--- src/rtl/puf_pkg.sv ---
// Shared types and constants for the PUF challenge sequencer.
package puf_pkg;

  typedef enum logic [2:0] {
    ST_IDLE    = 3'd0,
    ST_CLEAR   = 3'd1,
    ST_ARM     = 3'd2,
    ST_CAPTURE = 3'd3,
    ST_DONE    = 3'd4
  } puf_state_e;

  // Feedback taps c[7]^c[5]^c[4]^c[3]: maximal-length, period 255
  localparam logic [7:0] LFSR_TAPS = 8'hB8;

  localparam int DEF_CLEAR_CYCLES   = 4;
  localparam int DEF_TIMEOUT_CYCLES = 65535;

  function automatic logic [7:0] lfsr8_next(input logic [7:0] c);
    return {c[6:0], ^(c & LFSR_TAPS)};
  endfunction

endpackage

--- src/rtl/puf_sync2.sv ---
// Two-flop synchronizer bringing an asynchronous level into the clk domain.
module puf_sync2 (
  input  logic clk,
  input  logic rst_b_i,
  input  logic d_i,
  output logic q_o
);

  logic meta_q;
  logic sync_q;

  always_ff @(posedge clk) begin
    if (!rst_b_i) begin
      meta_q <= 1'b0;
      sync_q <= 1'b0;
    end else begin
      meta_q <= d_i;
      sync_q <= meta_q;
    end
  end

  assign q_o = sync_q;

endmodule

--- src/rtl/puf_challenge_sequencer.sv ---
// Issues LFSR challenges to a ring-oscillator PUF, sequences its reset/enable
// handshake and shifts the synchronized race results into a response word.
//
// state   | meaning
// IDLE    | PUF held in reset, waiting for start
// CLEAR   | PUF in reset for CLEAR_CYCLES before the next challenge
// ARM     | PUF enabled, waiting for done_sync or timeout
// CAPTURE | shift result in, advance challenge, PUF back into reset
// DONE    | one-cycle resp_valid pulse
module puf_challenge_sequencer
  import puf_pkg::*;
#(
  parameter int N_BITS         = 16,
  parameter int CLEAR_CYCLES   = DEF_CLEAR_CYCLES,
  parameter int TIMEOUT_CYCLES = DEF_TIMEOUT_CYCLES
) (
  input  logic              clk,
  input  logic              reset,
  input  logic              start,
  input  logic [7:0]        seed,
  output logic              busy,
  output logic              resp_valid,
  output logic [N_BITS-1:0] response,
  output logic              timeout_err,
  output logic [7:0]        challenge,
  output logic              puf_enable,
  output logic              puf_reset,
  input  logic              puf_out,
  input  logic              puf_done
);

  localparam int BW = $clog2(N_BITS + 1);
  localparam int CW = $clog2(CLEAR_CYCLES + 1);
  localparam int TW = $clog2(TIMEOUT_CYCLES + 1);

  puf_state_e        state_q, state_d;
  logic [7:0]        chal_q, chal_d;
  logic [N_BITS-1:0] resp_q, resp_d;
  logic [BW-1:0]     bit_cnt_q, bit_cnt_d;
  logic [CW-1:0]     clr_cnt_q, clr_cnt_d;
  logic [TW-1:0]     tmo_cnt_q, tmo_cnt_d;
  logic              tmo_err_q, tmo_err_d;
  logic              out_cap_q, out_cap_d;

  logic              out_sync;
  logic              done_sync;

  puf_sync2 u_sync_out (
    .clk     (clk),
    .rst_b_i (reset),
    .d_i     (puf_out),
    .q_o     (out_sync)
  );

  puf_sync2 u_sync_done (
    .clk     (clk),
    .rst_b_i (reset),
    .d_i     (puf_done),
    .q_o     (done_sync)
  );

  always_ff @(posedge clk) begin
    if (!reset) begin
      state_q   <= ST_IDLE;
      chal_q    <= 8'h00;
      resp_q    <= '0;
      bit_cnt_q <= '0;
      clr_cnt_q <= '0;
      tmo_cnt_q <= '0;
      tmo_err_q <= 1'b0;
      out_cap_q <= 1'b0;
    end else begin
      state_q   <= state_d;
      chal_q    <= chal_d;
      resp_q    <= resp_d;
      bit_cnt_q <= bit_cnt_d;
      clr_cnt_q <= clr_cnt_d;
      tmo_cnt_q <= tmo_cnt_d;
      tmo_err_q <= tmo_err_d;
      out_cap_q <= out_cap_d;
    end
  end

  always_comb begin
    state_d   = state_q;
    chal_d    = chal_q;
    resp_d    = resp_q;
    bit_cnt_d = bit_cnt_q;
    clr_cnt_d = clr_cnt_q;
    tmo_cnt_d = tmo_cnt_q;
    tmo_err_d = tmo_err_q;
    out_cap_d = out_cap_q;

    case (state_q)
      ST_IDLE: begin
        if (start) begin
          state_d   = ST_CLEAR;
          chal_d    = (seed == 8'h00) ? 8'h01 : seed;
          resp_d    = '0;
          bit_cnt_d = '0;
          tmo_err_d = 1'b0;
          clr_cnt_d = CW'(CLEAR_CYCLES - 1);
        end
      end

      ST_CLEAR: begin
        if (clr_cnt_q == '0) begin
          state_d   = ST_ARM;
          tmo_cnt_d = TW'(TIMEOUT_CYCLES - 1);
        end else begin
          clr_cnt_d = clr_cnt_q - 1'b1;
        end
      end

      // done has priority over a timeout landing in the same cycle
      ST_ARM: begin
        if (done_sync) begin
          state_d   = ST_CAPTURE;
          out_cap_d = out_sync;
        end else if (tmo_cnt_q == '0) begin
          state_d   = ST_IDLE;
          tmo_err_d = 1'b1;
        end else begin
          tmo_cnt_d = tmo_cnt_q - 1'b1;
        end
      end

      ST_CAPTURE: begin
        resp_d    = (resp_q << 1) | N_BITS'(out_cap_q);
        bit_cnt_d = bit_cnt_q + 1'b1;
        chal_d    = lfsr8_next(chal_q);
        if (bit_cnt_q == BW'(N_BITS - 1)) begin
          state_d = ST_DONE;
        end else begin
          state_d   = ST_CLEAR;
          clr_cnt_d = CW'(CLEAR_CYCLES - 1);
        end
      end

      ST_DONE: begin
        state_d = ST_IDLE;
      end

      default: begin
        state_d = ST_IDLE;
      end
    endcase
  end

  // PUF reset is reasserted in CAPTURE so done has cleared by the next ARM
  always_comb begin
    busy       = 1'b1;
    resp_valid = 1'b0;
    puf_enable = 1'b0;
    puf_reset  = 1'b1;

    case (state_q)
      ST_IDLE: begin
        busy = 1'b0;
      end
      ST_ARM: begin
        puf_enable = 1'b1;
        puf_reset  = 1'b0;
      end
      ST_DONE: begin
        resp_valid = 1'b1;
      end
      default: begin
        busy = 1'b1;
      end
    endcase
  end

  assign response    = resp_q;
  assign challenge   = chal_q;
  assign timeout_err = tmo_err_q;

endmodule

--- config.mk ---
export PLATFORM = sky130hd
export DESIGN_NAME = puf_challenge_sequencer
export DESIGN_NICKNAME = d
export VERILOG_FILES = /design/src/rtl/puf_pkg.sv /design/src/rtl/puf_sync2.sv /design/src/rtl/puf_challenge_sequencer.sv
export SDC_FILE = /design/constraint.sdc
export NUM_CORES = 1
export LEC_CHECK = 0
export ABC_CLOCK_PERIOD_IN_PS = 2000
export CORE_MARGIN = 8
export CORE_UTILIZATION = 48
export CTS_CLUSTER_DIAMETER = 200
export DETAILED_ROUTE_END_ITERATION = 12
export PLACE_DENSITY = 0.74
export SYNTH_ARGS = -nofsm -noshare
export SYNTH_HDL_FRONTEND = slang
export SYNTH_SLANG_ARGS = --single-unit
--- constraint.sdc ---
create_clock -name clk -period 2 [get_ports clk]
set_input_delay 0.6 -clock clk [delete_from_list [all_inputs] [get_ports clk]]
set_output_delay 0.6 -clock clk [all_outputs]
set_load 0.005 [all_outputs]
Word-level counts from Yosys, hierarchy flattened
Index checks and enable logic that the tools add are counted.
{ "word_totals": {"reg_bits": 57, "output_inout_bits": 29, "in_bits": 13, "word_cells": 73} }
{ "op_classes": {"addsub": 3, "bitwise_logic": 1, "muxes": 29, "eq_ne": 13, "n_reduce_logical": 15} }
{ "ops": {"columns": ["op", "n"], "rows": [
  ["two-way mux 16 bit", 4],
  ["case mux 16 bit (2 select lines)", 2],
  ["two-way mux 3 bit", 8],
  ["zero test 16 bit", 1],
  ["two-way mux 8 bit", 2],
  ["bitwise OR 16 x 1 -> 16 bit", 1],
  ["case mux 8 bit (2 select lines)", 1],
  ["subtractor 16 x 1 -> 16 bit (second input constant)", 1],
  ["inequality test 2 bit (second input constant)", 7],
  ["case mux 3 bit (4 select lines)", 1],
  ["AND reduction 4 bit", 3],
  ["case mux 5 bit (2 select lines)", 1],
  ["case mux 3 bit (3 select lines)", 1],
  ["zero test 8 bit", 1],
  ["XOR reduction 8 bit", 1],
  ["two-way mux 1 bit", 7],
  ["equality test 3 x 2 -> 1 bit (second input constant)", 2],
  ["zero test 3 bit", 2],
  ["nonzero test 2 bit", 3],
  ["adder 5 x 1 -> 5 bit (second input constant)", 1],
  ["equality test 5 x 4 -> 1 bit (second input constant)", 1],
  ["two-way mux 5 bit", 1],
  ["AND reduction 2 bit", 2],
  ["equality test 3 x 1 -> 1 bit (second input constant)", 1],
  ["other kinds (6)", 6]
]} }

Depth between registers and ports, before layout
Gate-level depths: netlist of run 1.
{ "depth": {"ltp_word": 4, "ltp_mapped": 9, "mapped_depth_nobuf": 8} }

Hierarchy
From an unflattened synthesis of run 1, not the netlist that was laid out.
{ "hier_totals": {"cells_unflattened": 314, "hier_area_um2": 2617.5} }
{ "modules_own_cells": {"columns": ["mod", "n_inst", "seq_area_each_um2", "area_per_inst_um2", "cells_per_inst"], "rows": [
  ["puf_challenge_sequencer", 1, 1061.0, 2512.4, 306],
  ["puf_sync2", 2, 40.0, 52.6, 4]
]} }

Worst setup path after synthesis of run 1
No wires, ideal clock.
{ "synth_path": {"path_type": "reg2reg", "from": "register tmo_cnt_q[0]", "to": "register tmo_cnt_q[12]", "arrival_time_ps": 1911, "path_stages_with_launch": 8, "required_ps": 1885, "setup_slack_ps": -25, "n_path_buf": 0, "path_cell_list": "dfxtp_1 -> inv_1 -> ha_1 -> or3b_2 -> or3_4 -> nor4_1 -> xor2_1 -> o21a_1"} }
{ "synth_between": {"elab_chain_cells": 4, "elab_cells_between_ends": 7, "cone_classes": "1 x add/sub; 1 x eq/ne; 3 x mux; 2 x reduce/logical"} }
{ "synth_lines": {"columns": ["element", "line_no", "rtl"], "rows": [
  ["start, declared", "puf_challenge_sequencer.sv:41", "logic [TW-1:0] tmo_cnt_q, tmo_cnt_d;"],
  ["start signal, assigned", "puf_challenge_sequencer.sv:78", "tmo_cnt_q <= tmo_cnt_d;"],
  ["subtractor 16 x 1 -> 16 bit", "puf_challenge_sequencer.sv:124", "tmo_cnt_d = tmo_cnt_q - 1'b1;"],
  ["two-way mux 16 bit", "puf_challenge_sequencer.sv:120", "end else if (tmo_cnt_q == '0) begin"],
  ["two-way mux 16 bit", "puf_challenge_sequencer.sv:117", "if (done_sync) begin"],
  ["case mux 16 bit (2 select lines)", "puf_challenge_sequencer.sv:94", "case (state_q)"]
]} }
Parallel ways exist; a longest one is shown, timed or not. The select of a mux whose other input is x is not followed.
A chain may end at the register's enable or synchronous reset.

Worst setup path in the final report of run 1
{ "layout_path": {"from": "register tmo_cnt_q[7]", "to": "register tmo_cnt_q[12]"} }
Same word-level chain as after synthesis.

==> results of run 1 <==
## flip-flops by register name, summed over array words and instances (netlist names)
signal and count:
bit_cnt_q 5, challenge 8, clr_cnt_q 3, out_cap_q 1, response 16, state_q 3
timeout_err 1, tmo_cnt_q 16, u_sync_done.meta_q 1, u_sync_done.q_o 1, u_sync_out.meta_q 1, u_sync_out.q_o 1
## cells in the final DEF, fill, tap and decap left out, types with 5 or more instances in the layout
cell / instances
o21a_1: 7
dfxtp_1: 52
inv_1: 10
o21ai_1: 7
buf_4: 47
nand2_1: 35
nor4_2: 5
clkbuf_8: 10
a21oi_1: 7
o21ai_0: 5
dfxtp_2: 5
and2_1: 9
clkdlybuf4s50_1: 37
nor2_1: 13
a21boi_1: 18
nor3_1: 5
nand3_1: 26
o31a_1: 13
## logic make-up (layout without fill, tap and decap cells)
logic type	count (synthesis)	in the layout	synth area share (%)
adder cells (fa/ha/maj)	5	5	2.30
flip-flops	57	57	41.9
AND/OR/NAND/NOR	135	135	27.4
AO/OA/AOI/OAI	79	80	20.8
XOR/XNOR	8	8	2.57
buffers and inverters	35	123	4.92
## power by group through the flow
| stage | Combinational, W | Clock [W] | Sequential [W] |
|---|---|---|---|
| global route | 0.00320 | 0.00101 | 0.00157 |
| finish | 0.00298 | 0.000954 | 0.00154 |
| CTS | 0.00236 | 0.000973 | 0.00151 |
| floorplan | 0.00131 | 0 | 0.00154 |
| global placement | 0.00215 | 0 | 0.00152 |
| detailed placement | 0.00220 | 0 | 0.00153 |
## what timing repair did
| item | CTS | global route |
|---|---|---|
| endpoints found under the hold margin | 0 | 0 |
| hold buffers | 0 | 0 |
| pin swaps | 3 | 18 |
| resized for setup | 22 | 33 |
| buffers inserted | 1 | 7 |
| endpoints found under the setup margin | 18 | 14 |
| gates cloned | 0 | 1 |
## final cells by class
type	instances	area, sq um	share of cell area (%)
Multi-Input combinational cell	228	1670	42.2
Sequential cell	57	1150	29.1
Timing Repair Buffer	93	817	20.7
Clock buffer	11	141	3.58
Tap cell	72	90.1	2.28
Inverter	14	52.6	1.33
Clock inverter	5	31.3	0.793
## worst max-delay path by stage
stage	startpoint	endpoint	slack, ns
after CTS	state_q[2]$_SDFFE_PN0P_	puf_enable	0.006
final	tmo_cnt_q[7]$_SDFFE_PN0P_	tmo_cnt_q[12]$_SDFFE_PN0P_	-0.004
after floorplan	tmo_cnt_q[0]$_SDFFE_PN0P_	tmo_cnt_q[12]$_SDFFE_PN0P_	-0.03
after detailed placement	clr_cnt_q[1]$_SDFFE_PN0P_	tmo_cnt_q[12]$_SDFFE_PN0P_	-0.28
after global routing	tmo_cnt_q[1]$_SDFFE_PN0P_	tmo_cnt_q[13]$_SDFFE_PN0P_	-0.06
after global placement	clr_cnt_q[0]$_SDFFE_PN0P_	tmo_cnt_q[7]$_SDFFE_PN0P_	-0.17
## metal layers
metal	GRT usage, %	routed length, microns	vias to the layer above	part of all wire, %
li1	-	-	1318	-
met5	0	0	-	0
met4	10.5	198	0	2.7
met2	27.0	3530	67	48
met1	19.5	3200	1275	44
met3	4.20	378	18	5.2
## stage by stage
stage / area [sq um] / std cells
after floorplan: 2720 / 319
after global placement: 3490 / 455
after detailed placement: 3490 / 455
after CTS: 3730 / 472
after global routing: 3950 / 480
final: 3950 / 480
## critical path: stages, from the launching register on
cell and delay, ns:
dfxtp_1 0.31, or4_4 0.57, or3_4 0.43, nor4_4 0.26, xor2_1 0.24, o21a_1 0.13
==> results.md, run 1 <==
* Status: complete, but fails checks
* Failing checks: negative setup slack
* Synth top area share at 41.9%
* First-pass GRT wire length at approximately 12,000 microns
* Hold EP: u_sync_out.q_o$_SDFF_PN0_
* Number of vias per cell at roughly 5.6
* Die Wd at roughly 91 microns
* Diodes inserted at 0
* PwrDens at 1390 mW/mm^2
* Util after Layout at a little under three quarters
* Num ports at 42
* Global placer's final weighted congestion at 0.854
* Die area at 0.00833 sq mm
* CTS Buffer Depth at 2
* Syn nets at between 300 and 400
* Core area at 0.00551 sq mm
* Depth of the CTS H-tree at 3
* Reg2reg start: tmo_cnt_q[7]$_SDFFE_PN0P_
* Peak Freq at ~500 MHz
* Clock sinks at 57
* Grt ovf at 0
* Switch share at 39.3%
* WHS at about 0.44 ns
* Largest net degree at the start of global routing at 33
* DR pass1 iterations at 4
* Vias in the first global route at ~2,500
* Max Cap Viol at 0
* Clock latency on the worst-skew pair at between 0.3 and 0.4 ns
* Part of the power in the clock network at 17.4%
* Post-synthesis sequential element count at between 50 and 60
* Register area share after synthesis at about two fifths
* Avg Inst Size Synth at approximately 8.5 sq um
* Initial core utilization at 49.4%
* Crit Path Max Fanout at 4
* Avg WL per Cell at around 15 microns
* Critical Path RT at 2.28 ns
* Antenna violations before repair at 0
* Relative slew slack at between 60% and 70%
* Reg2reg end: tmo_cnt_q[12]$_SDFFE_PN0P_
* Height of the die at approximately 91 microns
* Slew Viols, Final at 0
* WS Path Type: flop to flop
* Ys flop type: dfxtp_1
* Setup WS post-layout at -0.00413 ns
* Internal power at roughly 0.0033 W
* Filler instances at a little over 400
* Yosys warns at 0
* VDD IR max at ~1.2 mV
* Fin crit share at 100%
* Clk_skew at between 0.01 and 0.015 ns
* Logic pwr share at between 50% and 60%
* Hold Vio Cnt, Final at 0
* Hold Startpoint: u_sync_out.meta_q$_SDFF_PN0_
* Buffers on Ports at 41
* Row count at 27
* Post-Route WL at between 7000 and 8000 microns
* Leak pwr at about 1.5 nW
* CTS tree: yes
* Top-count cell post-synth: dfxtp_1
* Flop pwr share at about 28%
* Synth cell types at 50
* Crit path launch type: flop
* Area leader, netlist: dfxtp_1
* R2r setup slk at -0.004 ns
* Least-Margin Pin Slew at ~0.46 ns
* Psw at ~0.0022 W
* Post-synth top cells: dfxtp_1 (57), nand2_1 (35), nand3_1 (26), clkbuf_1 (19), a21boi_1 (18)
* Depth of the worst register-to-register path at 5
* Worst hold path class: flop to flop
* Dpl hpwl at 4820 microns
* Critical Path AT at between 2 and 2.5 ns
* Cell Area, Synth at 0.00272 sq mm
* Setup-failing EPs final at 1
* Post-synth EDFFs at 0
* Clock slew seen by the registers of the worst setup and hold paths at 0.06 ns
* Pre-CTS WS at -0.282 ns
* Clk Tree Root Cell: clkbuf_8
* Remaining DRCs at 0
* Hold path depth at 1
* Ranking of synthesized cells by area: dfxtp_1 (42%), a21boi_1 (5.0%), nand2_1 (4.8%)
* Share of cells above drive strength 1 at about a quarter
* Num CTS Buffers at 9
* Final nets at roughly 420
* Post-route ant nets at 0
* All-layer global routing usage at 16.7%
* Async SR Flop Fraction at 0%
* Starting DRT DRC Count at between 100 and 150
* Critical path capture point type: flop
* Area Overhead vs Synth at 45.0%
* Setup TNS Final at -0.00413 ns
* Cell count after synthesis at 319
* DR vias at around 2,700
* Post-route minimum period at ~2.0 ns
* Total power at about 0.0055 W
* RSZ-0062 raised after global routing: true
Note: power is estimated with default switching activity, not from simulation.
==> inputs of run 2 (changes only) <==
--- a/config.mk
+++ b/config.mk
@@ -10,6 +10,7 @@
 export CORE_UTILIZATION = 48
 export CTS_CLUSTER_DIAMETER = 200
 export DETAILED_ROUTE_END_ITERATION = 12
+export GPL_TIMING_DRIVEN = 0
 export PLACE_DENSITY = 0.74
 export SYNTH_ARGS = -nofsm -noshare
 export SYNTH_HDL_FRONTEND = slang
==> results.md, run 2 (same netlist as run 1, synthesis figures left out) <==
* Height of the die at 91.3 microns (unchanged)
* Share of cells above drive strength 1 at 19.4% (was 26.7%)
* Post-Route WL at 6960 microns (was 7310 microns)
* Critical Path AT at 1.40 ns (was 2.29 ns)
* Final nets at 405 (was 421)
* Met1 usage at 21.0% (was 19.5%)
* WS Path Type: flop to output port (was flop to flop)
* Relative slew slack at 61.0% (was 69.7%)
* Fin crit share at 100% (about the same)
* Failing checks: negative setup slack (unchanged)
* RSZ-0062 raised after global routing: true (unchanged)
* DR pass1 iterations at 4 (unchanged)
* Depth of the CTS H-tree at 3 (unchanged)
* Reg2reg start: state_q[2]$_SDFFE_PN0P_ (was tmo_cnt_q[7]$_SDFFE_PN0P_)
* Die area at 0.00833 sq mm (unchanged)
* CTS Buffer Depth at 2 (unchanged)
* Grt ovf at 0 (unchanged)
* Met2 Use GR at 25.8% (was 27.0%)
* Critical path capture point type: output port (was flop)
* Slew Viols, Final at 0 (unchanged)
* Design Area, Final at 0.00373 sq mm (was 0.00395 sq mm)
* Die Wd at 91.3 microns (unchanged)
* Core area at 0.00551 sq mm (unchanged)
* Setup WS post-layout at -0.00123 ns (was -0.00413 ns)
* Critical Path RT at 1.40 ns (was 2.28 ns)
* Initial core utilization at 49.4% (unchanged)
* Num ports at 42 (unchanged)
* Most frequent cells in the layout: dfxtp_1 (51), clkdlybuf4s50_1 (36), nand2_1 (35) (was dfxtp_1 (52), buf_4 (47), clkdlybuf4s50_1 (37))
* Status: complete, but fails checks (unchanged)
* All-layer global routing usage at 16.4% (was 16.7%)
* Peak Freq at 500 MHz (was 499 MHz)
* Reg2reg end: tmo_cnt_q[8]$_SDFFE_PN0P_ (was tmo_cnt_q[12]$_SDFFE_PN0P_)
* Avg WL per Cell at 15.0 microns (was 15.2 microns)
* Area Overhead vs Synth at 37.0% (was 45.0%)
* Global placer's final weighted congestion at 0.856 (was 0.854)
* Largest net degree at the start of global routing at 11 (was 33)
* Hold Startpoint: u_sync_out.meta_q$_SDFF_PN0_ (unchanged)
* Antenna violations before repair at 0 (unchanged)
* Row count at 27 (unchanged)
* Total power at 0.00495 W (was 0.00547 W)
* Buffers on Ports at 40 (was 41)
* Clk_skew at 0.0130 ns (was 0.0105 ns)
* Post-route ant nets at 0 (unchanged)
* Placed Area at 0.00321 sq mm (was 0.00349 sq mm)
* Number of vias per cell at 5.59 (was 5.58)
* Post-route minimum period at 2.00 ns (about the same)
* Max Cap Viol at 0 (unchanged)
* Clock latency on the worst-skew pair at 0.34 ns (about the same)
* First-pass GRT wire length at 11,400 microns (was 11,500 microns)
* GRT Max-Usage Layer: met2 (unchanged)
* Clk Tree Root Cell: clkbuf_8 (unchanged)
* Dpl hpwl at 4640 microns (was 4820 microns)
* Met3 usage at 3.70% (was 4.20%)
* Crit path launch type: flop (unchanged)
* Crit Path Max Fanout at 5 (was 4)
* Diodes inserted at 0 (unchanged)
* Hold Vio Cnt, Final at 0 (unchanged)
* Clock sinks at 57 (unchanged)
* Clock slew seen by the registers of the worst setup and hold paths at 0.07 ns (was 0.06 ns)
* Vias in the first global route at 2,416 (was 2,548)
* PwrDens at 1330 mW/mm^2 (was 1390 mW/mm^2)
* Commonest non-fill, non-tap cell in the layout: dfxtp_1 (unchanged)
* Hold EP: u_sync_out.q_o$_SDFF_PN0_ (unchanged)
* Least-Margin Pin Slew at 0.583 ns (was 0.455 ns)
* DR vias at 2,592 (was 2,678)
* Hold path depth at 1 (unchanged)
* VDD IR max at 0.933 mV (was 1.19 mV)
* CTS tree: yes (unchanged)
* Depth of the worst register-to-register path at 6 (was 5)
* Remaining DRCs at 0 (unchanged)
* Setup-failing EPs final at 1 (unchanged)
* Worst hold path class: flop to flop (unchanged)
* Leak pwr at 1.40 nW (was 1.53 nW)
* Hold Buf Count CTS at 0 (unchanged)
* Num CTS Buffers at 9 (unchanged)
* R2r setup slk at 0.03 ns (was -0.004 ns)
* Starting DRT DRC Count at 136 (was 116)
==> run 2: final cells by class <==
class                           instances  area [sq um]
Buffer                                 20           110
Fill cell                             468          1780
Clock buffer                           11           141
Sequential cell                        57          1150
Inverter                               14          60.1
Clock inverter                          5          31.3
Multi-Input combinational cell        227          1600
Tap cell                               72          90.1
Timing Repair Buffer                   58           543
==> run 2: how the worst max path moves through the flow <==
stage	to	slack, ns	from	cells past startpoint
after floorplan	tmo_cnt_q[12]$_SDFFE_PN0P_	-0.03	tmo_cnt_q[0]$_SDFFE_PN0P_	7
after global placement	bit_cnt_q[2]$_SDFFE_PN0P_	-0.47	start	6
after detailed placement	bit_cnt_q[2]$_SDFFE_PN0P_	-0.48	start	6
after CTS	puf_reset	-0.04	state_q[1]$_SDFFE_PN0P_	4
after global routing	tmo_cnt_q[8]$_SDFFE_PN0P_	-0.10	state_q[2]$_SDFFE_PN0P_	6
final	puf_enable	-0.001	state_q[1]$_SDFFE_PN0P_	4
==> run 2: metal layers <==
metal	routed length (microns)	up-vias
met1	3220	1250
met3	277	12
met2	3340	45
met5	0	-
li1	-	1285
met4	119	0
==> run 2: metrics by stage <==
| stage | instances | worst slack (ns) | TNS (ns) | hold slack, ns | util, % |
|---|---|---|---|---|---|
| CTS | 455 | -0.0448 | -0.107 | 0.436 | 64.8 |
| global placement | 431 | -0.465 | -9.25 | 0.414 | 58.4 |
| floorplan | 319 | -0.0253 | -0.0506 | 0.412 | - |
| finish | 464 | -0.00123 | -0.00123 | 0.433 | 67.7 |
| detailed placement | 431 | -0.482 | -9.57 | 0.421 | 58.4 |
| global route | 464 | -0.100 | -0.373 | 0.453 | 67.7 |
==> run 2: timing repair <==
action | in CTS | in global routing
pin swaps | 9 | 7
setup buffers | 8 | 11
resized for setup | 44 | 27
cloned | 0 | 0
endpoints found under the setup margin | 22 | 31
==> run 2: where the power goes <==
group          switching (W)  internal, W
sequential          0.000255      0.00135
clock               0.000471     0.000478
combinational        0.00121      0.00118
total                0.00194      0.00301
==> run 2: critical path, stage by stage, from the launching register on <==
cell and delay (ns):
dfxtp_4 0.38, or3b_4 0.40, buf_6 0.14, inv_8 0.05, buf_6 0.08
==> inputs of run 3 (changes only) <==
--- a/config.mk
+++ b/config.mk
@@ -7,11 +7,11 @@
 export LEC_CHECK = 0
 export ABC_CLOCK_PERIOD_IN_PS = 2000
 export CORE_MARGIN = 8
-export CORE_UTILIZATION = 48
+export CORE_UTILIZATION = 46
 export CTS_CLUSTER_DIAMETER = 200
 export DETAILED_ROUTE_END_ITERATION = 12
 export GPL_TIMING_DRIVEN = 0
-export PLACE_DENSITY = 0.74
+export PLACE_DENSITY = 0.72
 export SYNTH_ARGS = -nofsm -noshare
 export SYNTH_HDL_FRONTEND = slang
 export SYNTH_SLANG_ARGS = --single-unit
==> results.md, run 3 (same netlist as run 1, synthesis figures left out) <==
* Status: completed (was complete, but fails checks)
* VDD IR max at 0.728 mV (was 0.933 mV)
* Crit path largest cell delay at 0.44 ns (was 0.40 ns)
* Clk Tree Root Cell: clkbuf_8 (unchanged)
* Grt ovf at 0 (unchanged)
* WS Path Type: flop to output port (unchanged)
* PwrDens at 1370 mW/mm^2 (was 1330 mW/mm^2)
* Final nets at 405 (unchanged)
* Vias in the first global route at 2,392 (was 2,416)
* Clk_skew at 0.00615 ns (was 0.0130 ns)
* Multi-input logic area at 0.00165 sq mm (was 0.00160 sq mm)
* First-pass GRT wire length at 11,400 microns (about the same)
* CTS Buffer Depth at 2 (unchanged)
* Clock slew seen by the registers of the worst setup and hold paths at 0.07 ns (about the same)
* Critical Path RT at 1.40 ns (about the same)
* WHS at 0.433 ns (about the same)
* Critical path's top delay family: simple AND/OR/NAND/NOR gates (unchanged)
* Crit Path Max Fanout at 6 (was 5)
* Hold Vio Cnt, Final at 0 (unchanged)
* Die Wd at 92.9 microns (was 91.3 microns)
* Commonest non-fill, non-tap cell in the layout: dfxtp_1 (unchanged)
* Height of the die at 92.9 microns (was 91.3 microns)
* Row count at 28 (was 27)
* Largest net degree at the start of global routing at 12 (was 11)
* Buffers on Ports at 40 (unchanged)
* All-layer global routing usage at 16.2% (was 16.4%)
* Crit path launch type: flop (unchanged)
* Least-Margin Pin Slew at 0.482 ns (was 0.583 ns)
* Num ports at 42 (unchanged)
* Util after Layout at 65.1% (was 67.7%)
* Remaining DRCs at 0 (unchanged)
* Avg WL per Cell at 15.5 microns (was 15.0 microns)
* Seq. cell area at 0.00115 sq mm (about the same)
* CTS tree: yes (unchanged)
* Clock latency on the worst-skew pair at 0.33 ns (was 0.34 ns)
* Post-route ant nets at 0 (unchanged)
* Filler instances at 515 (was 468)
* Relative slew slack at 67.9% (was 61.0%)
* Most frequent cells in the layout: dfxtp_1 (50), clkdlybuf4s50_1 (36), nand2_1 (35) (was dfxtp_1 (51), clkdlybuf4s50_1 (36), nand2_1 (35))
* Num CTS Buffers at 9 (unchanged)
* Clock sinks at 57 (unchanged)
* WP buf/inv at 1 (was 3)
* Starting DRT DRC Count at 136 (unchanged)
* Share of cells above drive strength 1 at 21.7% (was 19.4%)
* Number of vias per cell at 5.65 (was 5.59)
* DR vias at 2,639 (was 2,592)
* Max Cap Viol at 0 (unchanged)
* Critical path capture point type: output port (unchanged)
* Fin crit share at 98.4% (was 100%)
* Slowest stage cell, crit path: or3b_4 (unchanged)
* Setup-failing EPs final at 0 (was 1)
* Critical Path AT at 1.37 ns (was 1.40 ns)
* Peak Freq at 508 MHz (was 500 MHz)
* Die area at 0.00863 sq mm (was 0.00833 sq mm)
* Antenna violations before repair at 0 (unchanged)
* CP cell instances: or3b_4 > clkdlybuf4s15_1 (was or3b_4 > buf_6 > inv_8 > buf_6)
* Slew Viols, Final at 0 (unchanged)
* DR pass1 iterations at 4 (unchanged)
* Leak pwr at 1.42 nW (was 1.40 nW)
* Post-Route WL at 7250 microns (was 6960 microns)
* Hold Buf Count CTS at 0 (unchanged)
* Initial core utilization at 46.8% (was 49.4%)
* Area Overhead vs Synth at 39.2% (was 37.0%)
* Global placer's final weighted congestion at 0.892 (was 0.856)
* Dpl hpwl at 4700 microns (was 4640 microns)
* Post-route minimum period at 1.97 ns (was 2.00 ns)
* Worst hold path class: flop to flop (unchanged)
* Depth of the CTS H-tree at 3 (unchanged)
* Diodes inserted at 0 (unchanged)
* Core area at 0.00582 sq mm (was 0.00551 sq mm)
run 3: cell count changes in the layout (fill, tap and decap cells not counted), moves of 2 or more:
cell / delta
buf_6: -5
buf_4: +4
buf_2: +2
clkbuf_1: -2
clkbuf_2: +2
clkbuf_4: -2
clkinv_2: -2
ha_1: -2
ha_4: +2
inv_1: -2
inv_2: +2
run 3: worst paths after layout:
path                                start                         end  slack, ns  depth (start not counted)
max               state_q[0]$_SDFFE_PN0P_                   puf_reset       0.03                          2
min          u_sync_out.meta_q$_SDFF_PN0_   u_sync_out.q_o$_SDFF_PN0_       0.43                          1
max reg2reg     tmo_cnt_q[0]$_SDFFE_PN0P_  tmo_cnt_q[14]$_SDFFE_PN0P_       0.06                          7
min reg2reg  u_sync_out.meta_q$_SDFF_PN0_   u_sync_out.q_o$_SDFF_PN0_       0.43                          1
run 3: power by group:
group | switching (W) | internal (W) | total [W]
clock | 0.000492 | 0.000610 | 0.00110
sequential | 0.000269 | 0.00136 | 0.00163
combinational | 0.00125 | 0.00122 | 0.00247
total | 0.00201 | 0.00319 | 0.00520
run 3: per-stage QoR:
stage,setup TNS [ns],power (W),instance area (sq um),cells,setup slack (ns)
5_1_grt,-0.0191,0.00550,3790,467,-0.0102
3_3_place_gp,-9.56,0.00326,3220,434,-0.506
4_1_cts,-0.0429,0.00486,3670,459,-0.0254
6_report,0,0.00520,3790,467,0.0318
3_5_place_dp,-9.75,0.00328,3220,434,-0.496
2_1_floorplan,-0.0506,0.00285,2720,319,-0.0253
run 3: area by class of cell:
cell class / count / area share [%]
clock inverters: 6 / 1.78
clock buffers: 10 / 3.63
plain buffers: 20 / 2.71
repair buffers: 58 / 14.0
flip-flops and latches: 57 / 30.4
inverters: 14 / 1.45
well taps: 75 / 2.48
multi-input cells: 227 / 43.5
run 3: per-layer routing:
metal  up-vias  part of all wire [%]  track usage (%)
li1       1281                     -                -
met1      1274                    44             19.5
met2        65                    50             26.4
met3        19                   4.1             3.96
met4         0                   2.0             7.65
met5         -                     0                0
run 3: repair_timing:
action | CTS | global route
resized for setup | 49 | 24
hold endpoints to repair | 0 | 0
pin swaps | 14 | 10
endpoints found under the setup margin | 22 | 36
setup buffers | 9 | 9
